--- config.mk ---
export PLATFORM = sky130hd
export DESIGN_NAME = fifo_rd_stream
export DESIGN_NICKNAME = d
export VERILOG_FILES = /design/src/rtl/fifo_rd_stream.sv
export SDC_FILE = /design/constraint.sdc
export NUM_CORES = 1
export LEC_CHECK = 0
export ABC_AREA = 1
export ABC_CLOCK_PERIOD_IN_PS = 3900
export BUFFER_PORTS_ARGS = -buffer_cell sky130_fd_sc_hd__buf_4
export CAP_MARGIN = 5
export CORE_MARGIN = 2
export CORE_UTILIZATION = 45
export CTS_CLUSTER_SIZE = 10
export DETAILED_ROUTE_END_ITERATION = 16
export PLACE_DENSITY = 0.65
export REMOVE_ABC_BUFFERS = 1
export SETUP_SLACK_MARGIN = 0.5
export SLEW_MARGIN = 20
export SYNTH_ARGS = -nofsm -noshare
export SYNTH_HDL_FRONTEND = slang
export SYNTH_SLANG_ARGS = --single-unit
--- constraint.sdc ---
create_clock -name clk -period 3.9 [get_ports clk]
set_input_delay 0 -clock clk [delete_from_list [all_inputs] [get_ports clk]]
set_output_delay 0 -clock clk [all_outputs]
set_load 0.02 [all_outputs]
--- src/rtl/fifo_rd_stream.sv ---
// fifo_rd_stream: drains a sync_fifo (1-cycle read latency) into a
// valid/ready stream, cut into packets of PKT_LEN words.
//
// Ports:
//   clk, rst          clock, asynchronous active-high reset
//   en                run enable (high = stream words out of the FIFO)
//   fifo_empty        empty flag from the upstream sync_fifo
//   fifo_rd_data      FIFO read data, valid the cycle after fifo_rd_en
//   fifo_rd_en        read strobe to the FIFO
//   out_valid/ready   downstream handshake
//   out_data          streamed word (oldest buffered entry)
//   out_last          final word of a packet
//   pkt_count         packets completed since reset (wraps)
//   busy              high whenever the controller is not IDLE

module fifo_rd_stream #(
    parameter int WIDTH   = 8,
    parameter int PKT_LEN = 4
) (
    input  logic             clk,
    input  logic             rst,
    input  logic             en,
    input  logic             fifo_empty,
    input  logic [WIDTH-1:0] fifo_rd_data,
    output logic             fifo_rd_en,
    output logic             out_valid,
    input  logic             out_ready,
    output logic [WIDTH-1:0] out_data,
    output logic             out_last,
    output logic [15:0]      pkt_count,
    output logic             busy
);

    localparam int CW = (PKT_LEN > 1) ? $clog2(PKT_LEN) : 1;
    localparam logic [CW-1:0] LAST = CW'(PKT_LEN - 1);

    typedef enum logic [1:0] {
        IDLE,
        RUN,
        STOP
    } state_t;

    state_t          state;
    logic [CW-1:0]   iss_cnt;
    logic [CW-1:0]   out_cnt;
    logic [1:0]      occ;
    logic            inflight;
    logic [WIDTH-1:0] slot0;
    logic [WIDTH-1:0] slot1;

    logic            xfer;
    logic            issue_ok;
    logic [1:0]      level;

    assign xfer = out_valid & out_ready;

    // Words held or on their way once this cycle's transfer is counted.
    // occ=2 never coincides with a read in flight, so 2 bits suffice.
    assign level = occ + {1'b0, inflight} - {1'b0, xfer};

    // STOP keeps issuing only to finish the packet already started.
    assign issue_ok = (state == RUN) |
                      ((state == STOP) & (iss_cnt != '0));

    assign fifo_rd_en = issue_ok & ~fifo_empty & (level < 2'd2);

    assign out_valid = (occ != 2'd0);
    assign out_data  = slot0;
    assign out_last  = out_valid & (out_cnt == LAST);
    assign busy      = (state != IDLE);

    always_ff @(posedge clk or posedge rst) begin
        if (rst) begin
            state     <= IDLE;
            iss_cnt   <= '0;
            out_cnt   <= '0;
            occ       <= 2'd0;
            inflight  <= 1'b0;
            slot0     <= '0;
            slot1     <= '0;
            pkt_count <= 16'd0;
        end else begin
            inflight <= fifo_rd_en;

            if (fifo_rd_en) begin
                iss_cnt <= (iss_cnt == LAST) ? '0 : iss_cnt + 1'b1;
            end

            if (xfer) begin
                out_cnt <= (out_cnt == LAST) ? '0 : out_cnt + 1'b1;
                if (out_last) begin
                    pkt_count <= pkt_count + 16'd1;
                end
            end

            // slot0 is always the head; slot1 only fills when the
            // head is still waiting on the downstream.
            case ({inflight, xfer})
                2'b10: begin
                    if (occ == 2'd0) begin
                        slot0 <= fifo_rd_data;
                    end else begin
                        slot1 <= fifo_rd_data;
                    end
                    occ <= occ + 2'd1;
                end
                2'b01: begin
                    slot0 <= slot1;
                    occ   <= occ - 2'd1;
                end
                2'b11: begin
                    if (occ == 2'd1) begin
                        slot0 <= fifo_rd_data;
                    end else begin
                        slot0 <= slot1;
                        slot1 <= fifo_rd_data;
                    end
                end
                default: begin
                end
            endcase

            case (state)
                IDLE: begin
                    if (en) begin
                        state <= RUN;
                    end
                end
                RUN: begin
                    if (!en) begin
                        state <= STOP;
                    end
                end
                STOP: begin
                    if (en) begin
                        state <= RUN;
                    end else if ((iss_cnt == '0) && (occ == 2'd0) &&
                                 !inflight) begin
                        state <= IDLE;
                    end
                end
                default: begin
                    state <= IDLE;
                end
            endcase
        end
    end

endmodule

==> impl_results.md <==
- Status: complete, no violations
- Seq pwr share: 0.388
- Hpwl dp: 3090 um
- Switching pwr: 0.000652 W
- Die X-Extent: 72.8 um
- Crit path max-delay cell type: o211ai_1
- Combinational Power Share: 0.399
- Synthesized area: 2130 um2
- Worst Hold Class: in -> reg
- Clk slew on worst S/H paths: 0.08 ns
- Total grt overflow: 0
- Warnings from Yosys: 0
- Max Slew Vio Count: 0
- Sequential fraction of the synthesis area: 0.482
- Seq cells post-synth: 41
- Leakage power: 1.41 nW
- CP max FO: 16
- Startpoint Class: flip-flop
- Endpoint type of the worst setup path: flip-flop
- Vias post-DR: 1,738
- # clock sinks: 41
- Worst path bufs/invs: 2
- Port Buffers: 40
- Worst-margin pin slew: 0.979 ns
- Most frequent CP cell: ha_1
- Routed Wire Length: 4200 um
- Total Die Area: 5300 um2
- Post-DRT Antenna Nets: 0
- Number of gates resized after cts: 0
- PwrDens: 626 nW/um2
- Met2 Track Usage GR: 0.277
- Largest delay contributor family on the critical path: compound AO/OA/AOI/OAI gates
- CTS tree: yes
- Highest Clock Rate: 418 MHz
- Final worst-path cycle share: 0.613
- Met1 Use GR: 0.235
- RSZ-0062 raised after global routing: no
- Pre-Repair DR Iteration Count: 4
- Top_reg_cell synth: dfrtp_1
- Gpl congestion: 0.797
- Vias in the first global route: 1,650
- Pint: 0.00104 W
- Share of total power in the clock network: 0.212
- Switching share of power: 0.386
- Number of antenna diodes: 0
- Count of cell types in the netlist: 27
- Area growth from synthesis to layout: 26.6%
- Crit Path Category: reg -> reg
- Top cell type by total area after synthesis: dfrtp_1
- Wire length per cell: 11.7 um
- CTS buffer count: 5
- GR peak layer: met2
- Cells after synthesis: 250
- Die Y: 72.8 um
- Worst VDD drop: 0.000313 V
- CTS root buf: clkbuf_8
- Global-route usage over all layers: 0.175
- Avg Synthesized Cell Area: 8.52 um2
- Antenna violations before repair: 0
- Rows: 25
- Setup-failing EPs final: 0
- Ys async rst share: 1.00
- Slew margin rel.: 0.344
- WP data arrival: 2.52 ns
- DR DRC count: 0
- Fillers: 420
- Max-cap viol count: 0
- Via-to-Cell Ratio: 4.84
- GRT met3 Usage: 0.0442
- Final hold vios: 0
- Starting Density: 0.460
- CTS max path bufs: 2
- Max Clock Skew: 0.00797 ns
- Final #Nets: 328
- Initial drt markers: 137
- Ranking of synthesized cells by area: dfrtp_1 (48%), nand2_1 (13%), ha_1 (6.5%)
- Period minus WS final: 2.39 ns
- Clk Latency, worst-skew pair: 0.29 ns
- Crit path cell chain: inv_1, ha_1, nor2_4, inv_2, ha_1, o211ai_1, o21ai_0
- Setup TNS: 0 ns
- CTS H-Tree Depth: 2
- Number of enable flip-flop cells after synthesis: 0
- Core area: 4630 um2
- Worst path max stage delay: 0.78 ns
- First-pass GRT wire length: 7200 um
- Share of cells above drive strength 1: 0.207
- Largest net degree at the start of global routing: 42
- I/O pin count: 41
- Share of the synthesized area in the top cell type: 0.482
- Worst EP required: 4.03 ns
- Worst hold slack: 0.0159 ns
layout by cell type (no fill, tap or decap), drive strengths merged, types with 7 or more instances in the layout:
cell and count:
inv 35, nand2 74, nand3 9, buf 41
dlygate4sd3 9, xnor2 7, o21ai 26, ha 11
dfrtp 41, nor2 22
cell families after synthesis:
kind of cell | after synthesis | synth area share
XOR/XNOR | 13 | 0.0534
AO/OA/AOI/OAI | 37 | 0.0986
AND/OR/NAND/NOR | 110 | 0.231
buffers and inverters | 38 | 0.0705
flip-flops | 41 | 0.482
adder cells (fa/ha/maj) | 11 | 0.0646
power by group through the flow:
stage / sequential, W / clock (W) / combinational [W]
6_report: 0.000656 / 0.000359 / 0.000674
3_5_place_dp: 0.000659 / 0 / 0.000674
5_1_grt: 0.000674 / 0.000383 / 0.000766
2_1_floorplan: 0.000710 / 0 / 0.000388
4_1_cts: 0.000655 / 0.000369 / 0.000682
3_3_place_gp: 0.000659 / 0 / 0.000653
through the flow:
| stage | instance area, um2 | worst slack [ns] | utilization | power [W] | cells |
|---|---|---|---|---|---|
| 4_1_cts | 2700 | 1.50 | 0.583 | 0.00171 | 359 |
| 2_1_floorplan | 2110 | 1.91 | - | 0.00110 | 247 |
| 3_3_place_gp | 2490 | 1.66 | 0.537 | 0.00131 | 342 |
| 6_report | 2700 | 1.51 | 0.583 | 0.00169 | 359 |
| 3_5_place_dp | 2490 | 1.52 | 0.537 | 0.00133 | 342 |
| 5_1_grt | 2700 | 1.25 | 0.583 | 0.00182 | 359 |
timing repair:
| item | in CTS | in global routing |
|---|---|---|
| hold buffers | 9 | 0 |
| setup buffers | 0 | 0 |
| hold endpoints to repair | 53 | 0 |
state kept, by name, indices dropped and copies added, names as in the netlist:
name,count
occ,2
state,2
slot1,8
iss_cnt,2
out_data,8
pkt_count,16
inflight,1
out_cnt,2
worst paths after layout:
kind / endpoint / slack, ns / start / cells past startpoint
setup / recovery: slot1[4]$_DFFE_PP0P_ / 1.51 / occ[0]$_DFFE_PP0N_ / 7
hold / removal: slot1[6]$_DFFE_PP0P_ / 0.02 / fifo_rd_data[6] / 3
setup reg to reg: slot1[4]$_DFFE_PP0P_ / 1.51 / occ[0]$_DFFE_PP0N_ / 7
hold reg to reg: out_data[1]$_DFFE_PP0P_ / 0.49 / out_data[1]$_DFFE_PP0P_ / 2
max in group asynchronous: iss_cnt[1]$_DFFE_PP0P_ / 3.15 / rst / 4
min in group asynchronous: state[0]$_DFFE_PP0P_ / 0.39 / rst / 4
worst reg2reg max path: stages (launching register included):
cell,delay (ns)
dfrtp_1,0.41
inv_1,0.09
ha_1,0.28
nor2_4,0.21
inv_2,0.07
ha_1,0.19
o211ai_1,0.78
o21ai_0,0.21
synth_stat cells (2+ instances only):
cell type and count:
nand2_1 71, nor2_2 3, a31oi_1 3, nand2_2 3
xnor2_1 7, xor2_1 6, o21ai_0 24, nor2_4 3
dfrtp_1 41, ha_1 11, nand4_1 4, nor2_1 16
o21a_1 2, inv_2 2, inv_1 33, o211ai_1 2
a21boi_0 2, nand3_1 7, buf_4 2
area by class of cell:
type / count / area [um2] / area share
multi-input cells: 171 / 955 / 0.354
flip-flops and latches: 41 / 1030 / 0.380
clock buffers: 6 / 82.6 / 0.0306
clock inverters: 2 / 37.5 / 0.0139
well taps: 54 / 67.6 / 0.0250
repair buffers: 50 / 398 / 0.147
inverters: 35 / 131 / 0.0487
per-layer routing:
| layer | vias up | part of all wire | routed length (um) |
|---|---|---|---|
| met2 | 26 | 0.47 | 1960 |
| li1 | 894 | - | - |
| met1 | 813 | 0.49 | 2040 |
| met4 | 0 | 0.015 | 64 |
| met5 | - | 0 | 0 |
| met3 | 5 | 0.034 | 142 |
No activity file was read; power rests on OpenSTA's default activity.
